===== src/rtl/matrix_row_scanner.sv =====
// matrix_row_scanner
// Row-scan sequencer for a 5x7 LED matrix that shows 2-of-5 coded digits.
// A code word arrives on a one-cycle load strobe and is accepted only if it
// has exactly two ones. An accepted word waits in a shadow register and is
// moved to the display outputs only at a frame boundary, or on the start of
// a scan, so a frame never shows two different codes. Rows 1..7 are driven
// on A/B/C, and each row is held for PRESCALE clock cycles. A/B/C = 000
// blanks the downstream column decoder.
//
// Ports:
//   clk        system clock, rising edge
//   rst        synchronous active-high reset
//   en         scan enable; 0 blanks the display
//   code_in    candidate code word (bit 4 = E1 ... bit 0 = E5)
//   load       one-cycle strobe that samples code_in
//   E1..E5     displayed code word, registered
//   A, B, C    row index, A = MSB; 001..111 = rows 1..7, 000 = blank
//   frame_done one-cycle pulse on the last cycle of row 7
//   code_err   sticky flag, set by an invalid load, cleared by a valid load
//   pending    a valid code is waiting in the shadow register
module matrix_row_scanner #(
    parameter int unsigned PRESCALE = 4
) (
    input  logic       clk,
    input  logic       rst,
    input  logic       en,
    input  logic [4:0] code_in,
    input  logic       load,
    output logic       E1,
    output logic       E2,
    output logic       E3,
    output logic       E4,
    output logic       E5,
    output logic       A,
    output logic       B,
    output logic       C,
    output logic       frame_done,
    output logic       code_err,
    output logic       pending
);

    localparam int unsigned CW = (PRESCALE > 1) ? $clog2(PRESCALE) : 1;
    localparam logic [CW-1:0] CNT_LAST = CW'(PRESCALE - 1);

    typedef enum logic {
        IDLE,
        SCAN
    } stateT;

    stateT          state, stateNext;
    logic [2:0]     row, rowNext;
    logic [CW-1:0]  cnt, cntNext;
    logic [4:0]     disp, dispNext;
    logic [4:0]     shadow, shadowNext;
    logic           pendingReg, pendingNext;
    logic           errReg, errNext;
    logic           frameDoneReg, frameDoneNext;
    logic           loadValid;

    always_ff @(posedge clk) begin
        if (rst) begin
            state        <= IDLE;
            row          <= '0;
            cnt          <= '0;
            disp         <= '0;
            shadow       <= '0;
            pendingReg   <= 1'b0;
            errReg       <= 1'b0;
            frameDoneReg <= 1'b0;
        end else begin
            state        <= stateNext;
            row          <= rowNext;
            cnt          <= cntNext;
            disp         <= dispNext;
            shadow       <= shadowNext;
            pendingReg   <= pendingNext;
            errReg       <= errNext;
            frameDoneReg <= frameDoneNext;
        end
    end

    always_comb begin
        stateNext   = state;
        rowNext     = row;
        cntNext     = cnt;
        dispNext    = disp;
        shadowNext  = shadow;
        pendingNext = pendingReg;
        errNext     = errReg;

        loadValid = load && ($countones(code_in) == 2);

        if (load) begin
            if (loadValid) begin
                errNext     = 1'b0;
                shadowNext  = code_in;
                pendingNext = 1'b1;
            end else begin
                errNext = 1'b1;
            end
        end

        case (state)
            IDLE: begin
                // Leaving IDLE uses only the registered pending flag. A load
                // seen on this same edge stays in the shadow register.
                if (en && (pendingReg || disp != '0)) begin
                    stateNext = SCAN;
                    rowNext   = 3'd1;
                    cntNext   = '0;
                    if (pendingReg) begin
                        dispNext = shadow;
                        if (!loadValid) pendingNext = 1'b0;
                    end
                end
            end
            SCAN: begin
                if (!en) begin
                    stateNext = IDLE;
                    rowNext   = '0;
                    cntNext   = '0;
                end else if (cnt == CNT_LAST) begin
                    cntNext = '0;
                    if (row == 3'd7) begin
                        rowNext = 3'd1;
                        // At the frame boundary a load on the same edge goes
                        // straight to the display, so it is never left pending.
                        if (loadValid) begin
                            dispNext    = code_in;
                            pendingNext = 1'b0;
                        end else if (pendingReg) begin
                            dispNext    = shadow;
                            pendingNext = 1'b0;
                        end
                    end else begin
                        rowNext = row + 3'd1;
                    end
                end else begin
                    cntNext = cnt + 1'b1;
                end
            end
            default: begin
                stateNext = IDLE;
                rowNext   = '0;
                cntNext   = '0;
            end
        endcase

        // frame_done is registered. It is set on the edge that enters the
        // last cycle of row 7, so it is high exactly during that cycle.
        frameDoneNext = (stateNext == SCAN) && (rowNext == 3'd7) && (cntNext == CNT_LAST);
    end

    assign {E1, E2, E3, E4, E5} = disp;
    assign {A, B, C}            = row;
    assign frame_done           = frameDoneReg;
    assign code_err             = errReg;
    assign pending              = pendingReg;

endmodule


===== config.mk =====
export PLATFORM = sky130hd
export DESIGN_NAME = matrix_row_scanner
export DESIGN_NICKNAME = d
export VERILOG_FILES = /design/src/rtl/matrix_row_scanner.sv
export SDC_FILE = /design/constraint.sdc
export NUM_CORES = 1
export LEC_CHECK = 0
export ABC_AREA = 1
export CAP_MARGIN = 20
export CORE_MARGIN = 1
export CORE_UTILIZATION = 50
export DETAILED_ROUTE_END_ITERATION = 12
export DONT_BUFFER_PORTS = 1
export GPL_ROUTABILITY_DRIVEN = 1
export SYNTH_ARGS = -nofsm -noshare
export SYNTH_HDL_FRONTEND = slang
export SYNTH_SLANG_ARGS = --single-unit

===== constraint.sdc =====
create_clock -name clk -period 7.2 [get_ports clk]
set_input_delay 1.08 -clock clk [delete_from_list [all_inputs] [get_ports clk]]
set_output_delay 1.08 -clock clk [all_outputs]
set_load 0.01 [all_outputs]

**Yosys cells after proc, flatten, opt, wreduce, memory -nomap -nowiden**

Index checks and enable logic that the tools add are counted.

- Register bits: 19
- Input bits: 9
- Word-level logic and storage cells: 63

- Add/sub/neg operators: 6
- Eq/ne operators: 9
- Multiplexer cells: 31
- Bitwise operators: 1
- Reductions and logical operators: 8

Operator list:

| kind | number |
|---|---|
| $mux 5 | 6 |
| $mux 1 | 13 |
| $mux 3 | 4 |
| $pmux 5 s2 | 1 |
| $eq 3x3->1 const B | 2 |
| $mux 2 | 3 |
| $pmux 3 s2 | 1 |
| $reduce_bool 5->1 | 1 |
| $add 1x1->2 | 2 |
| $add 3x1->4 | 1 |
| $eq 2x2->1 const B | 2 |
| $eq 4x2->1 const B | 1 |
| $logic_and 1x1->1 | 4 |
| $ne 2x1->1 const B | 2 |
| $ne 2x2->1 const B | 2 |
| $pmux 1 s2 | 2 |
| $pmux 2 s2 | 1 |
| $reduce_and 4->1 | 1 |
| $add 2x2->3 | 1 |
| $add 3x1->3 const B | 1 |
| $add 2x1->2 const B | 1 |
| $reduce_and 2->1 | 1 |
| $logic_or 1x1->1 | 1 |
| $not 1->1 | 1 |

**Longest topological paths before layout**

- Depth after elaboration: 13
- Depth in mapped cells: 14
- Depth with buffers taken out: 14

**Worst setup path before layout**

Ideal clock, no wire load.

- Path type: input to register
- Start point: input code_in[0]
- End point: register shadow[0]
- Setup time: 0.119 ns
- Arrival time: 2.916 ns
- Required time: 7.081 ns
- Setup slack: 4.164 ns
- Stages on the path: 12
- Path buffers: 1
- Cells stage by stage: inv_1 fa_1 inv_1 fa_1 ha_1 nand2_1 inv_1 nand2_1 inv_1 buf_2 o21ai_0 a21oi_1

- Word-level cells in the longest chain between the ends: 6

Ends and longest elaborated chain:

| what | RTL line | source |
|---|---|---|
| start: declaration | 27 | `input logic [4:0] code_in,` |
| $add 1x1->2 (not written as such) | 91 | `loadValid = load && ($countones(code_in) == 2);` |
| $add 2x2->3 (not written as such) | 91 |  |
| $add 3x1->4 (not written as such) | 91 |  |
| $eq 4x2->1 | 91 |  |
| $logic_and 1x1->1 | 91 |  |
| $reduce_and 2->1 (no source line) | - |  |
| end signal: assignment | 75 | `shadow <= shadowNext;` |
| end: declaration | 54 | `logic [4:0] shadow, shadowNext;` |

Parallel ways exist; a longest one is shown, timed or not.
A chain may end at the register's enable or synchronous reset.

**Worst setup path after layout**

- Start point: input code_in[0]
- End point: register disp[1]

- Word-level cells in the longest chain between the ends: 10

Ends and longest elaborated chain:

| what | RTL line | source |
|---|---|---|
| $add 1x1->2 (not written as such) | 91 |  |
| $add 2x2->3 (not written as such) | 91 |  |
| $add 3x1->4 (not written as such) | 91 |  |
| $eq 4x2->1 | 91 |  |
| $logic_and 1x1->1 | 91 |  |
| $mux 5 | 128 | `if (loadValid) begin` |
| $mux 5 | 124 | `if (row == 3'd7) begin` |
| $mux 5 | 122 | `end else if (cnt == CNT_LAST) begin` |
| $mux 5 | 118 | `if (!en) begin` |
| $pmux 5 s2 | 103 | `case (state)` |
| end signal: assignment | 74 | `disp <= dispNext;` |
| end: declaration | 53 | `logic [4:0] disp, dispNext;` |

No other way between the ends. The select of a mux whose other input is x is not followed.

==> flow_metrics.tcl <==
set metrics [dict create \
    synth.distinct_cells 23 \
    syn_avg_cell_area_um2 6.91 \
    die_h_um 47.4 \
    cts_made_buffers 3 \
    irDropWorstVdd_v 0.000129 \
    dr_wl_met3_um 119 \
    grt_setup_unrepaired "no" \
    worstSkewPairLatency_ps 300 \
    r2r_start "row[0]$_SDFF_PP0_" \
    synthCells 149 \
    nNetsFinal 166 \
    hold_ws_ps 499 \
    grt_overflow 0 \
    seq_area_um2 380 \
    rr_worst_depth 9 \
    layout-drive-gt1-share 0.0600 \
    dpl.cell_count 173 \
    cts_setup_buffers 0 \
    drt_iter0_markers 33 \
    whs_path_depth 2 \
    wl_met1_um 1070 \
    hold_path_class "reg -> reg" \
    fin_crit_sh 0.402 \
    postPlaceCellArea_mm2 0.00105 \
    htree_num_levels 1 \
    setup_tns_ps 0 \
    fillers 212 \
    drc 0 \
    cts_root_buffer "clkbuf_4" \
    grt_start_max_net_pins 13 \
    grt_pass1_vias 744 \
    track_usage 0.211 \
    antenna_found_initial 0 \
    crit_chain "inv_1 > fa_1 > inv_1 > fa_1 > ha_1 > nand2_1 > inv_1 > nand2_1 > inv_1 > nand3_1 > o21ai_0 > nor2_1 > nor2_1" \
    port_buffers 0 \
    whs_endpoint "shadow[1]$_SDFFE_PP0P_" \
    die-width_um 47.4 \
    cts_tree "built" \
    totalWireLength_um 2110 \
    slew_headroom 0.790 \
    worstSetupPathType "in -> reg" \
    routed.top_layer "met4" \
    outcome "complete, no violations" \
    vias 902 \
    wl_met2_um 871 \
    p_per_area_mw_per_mm2 266 \
    cts.sinks 19 \
    synth_nets 164 \
    worst_r2r_endpoint "disp[0]$_SDFFE_PP0P_" \
    critical_path.endpoint_type "flop" \
    reg2reg_slack_ps 5670 \
    fin_area_mm2 0.00108 \
    dp_hpwl_um 1660 \
    dr.pass1.iters 4 \
    yosysSeqAreaShare 0.369 \
    path_clk_slew_ps 100 \
    routedWlPerCell_um 11.9 \
    leakage_uw 0.000523 \
    core_region_area_mm2 0.00194 \
    slowest_delay_ps 530 \
    critPathRequiredTime_ps 7440 \
    hold_viol_final 0 \
    route.detailed.vias_per_inst 5.10 \
    start_util 0.530 \
    multiInputGateArea_um2 546 \
    clockBufferDepth 2 \
    postRouteAntennaNets 0 \
    drv_slew 0 \
    start_kind "primary input" \
    rows 16 \
    gp_congestion 0.796 \
    cp_max_fo 12 \
    synth.cell_area_mm2 0.00103 \
    setup_viol 0 \
    critPathMostFrequentCell "inv_1" \
    arrival_ps 3140 \
    slowest_stage "fa_1" \
    io_pins 20 \
    antenna-diode-count 0 \
    grt_pass1_wl_um 3190 \
    cts.repair.resized 0 \
    die_area_mm2 0.00224 \
    ctsHoldBuffers 0 \
    drv_cap 0 \
    worstHoldStart "shadow[1]$_SDFFE_PP0P_" \
    yosysWarnings 0 \
    area_growth_pct 4.50 \
    worstMarginPinSlew_ps 314 \
    final_core_util 0.554 \
    layout.cells.non_filler 177 \
    ys_ff_latch 19 \
    fmax_mhz 346 \
    min_period_ps 2890 \
    finClkSkew_ps 6.66 \
]
-- kinds of logic (layout without fill, tap and decap cells) --
family,Yosys count,after routing,synth area share
simple gates,67,67,0.287
buf+inv,27,28,0.101
flops,19,19,0.369
compound gates,30,30,0.156
fa+ha+maj,6,6,0.0875
-- per-layer routing --
layer | up-vias | global-route usage
li1 | 470 | -
met5 | - | 0
met3 | 5 | 0.0385
met1 | 400 | 0.311
met2 | 27 | 0.290
met4 | 0 | 0.103
-- state kept, by name (all words and copies together), names as in the netlist --
| signal | count |
|---|---|
| pending | 1 |
| frame_done | 1 |
| disp | 5 |
| state | 1 |
| row | 3 |
| shadow | 5 |
| cnt | 2 |
| code_err | 1 |
-- layout make-up --
class,count,share of cell area
clock buffers,4,0.0244
inverters,24,0.0837
multi-input cells,103,0.507
flip-flops and latches,19,0.353
well taps,27,0.0314
-- worst max path at each step --
stage / startpoint / end / cells after the start
global route: code_in[0] / disp[1]$_SDFFE_PP0P_ / 13
global placement: code_in[0] / disp[1]$_SDFFE_PP0P_ / 13
floorplan: code_in[0] / shadow[0]$_SDFFE_PP0P_ / 12
finish: code_in[0] / disp[1]$_SDFFE_PP0P_ / 13
CTS: code_in[0] / disp[1]$_SDFFE_PP0P_ / 13
detailed placement: code_in[0] / disp[1]$_SDFFE_PP0P_ / 13
-- Yosys cell counts --
cell / number / share of area
o21bai_1: 1 / 0.0073
nand2_2: 1 / 0.0061
clkbuf_2: 1 / 0.0049
a21oi_1: 9 / 0.044
dfxtp_1: 19 / 0.37
o21ai_0: 16 / 0.078
nand2_4: 1 / 0.011
a31oi_1: 2 / 0.012
nand3_1: 6 / 0.029
nor2_4: 1 / 0.011
nand3b_1: 1 / 0.0073
buf_2: 1 / 0.0049
clkbuf_1: 1 / 0.0036
nor3_4: 1 / 0.016
inv_1: 22 / 0.080
ha_1: 4 / 0.049
a211oi_1: 1 / 0.0073
fa_1: 2 / 0.039
a21boi_0: 1 / 0.0073
inv_2: 2 / 0.0073
nand2_1: 31 / 0.11
nor3_1: 2 / 0.0097
nor2_1: 23 / 0.084
-- stage by stage --
stage          setup WS, ps  power, µW
5_1_grt                4100        308
2_1_floorplan          4160        214
4_1_cts                4300        288
3_5_place_dp           3980        234
6_report               4310        286
3_3_place_gp           4070        232
-- power by group --
part	internal [µW]	leakage (µW)	switching [µW]	total, µW
Sequential	122	0.000155	23.6	146
Combinational	30.4	0.000353	54.5	84.9
Clock	21.6	0.0000150	33.9	55.5
-- placed cells by master, fill, tap and decap left out --
cell type,n
a211oi_1,1
a21boi_0,1
a21oi_1,9
a31oi_1,2
clkbuf_1,1
clkbuf_4,3
dfxtp_1,19
fa_1,2
ha_1,4
inv_1,22
inv_2,2
nand2_1,31
nand2_2,1
nand2_4,1
nand3_1,6
nand3b_1,1
nor2_1,23
nor2_4,1
nor3_1,2
nor3_4,1
o21ai_0,16
o21bai_1,1
-- worst max-delay path, delay by kind of cell --
kind / cells / cell delay, ps
compound gates: 1 / 90
fa+ha+maj: 3 / 1180
buf+inv: 4 / 400
simple gates: 5 / 390
No activity file was read; power rests on OpenSTA's default activity.
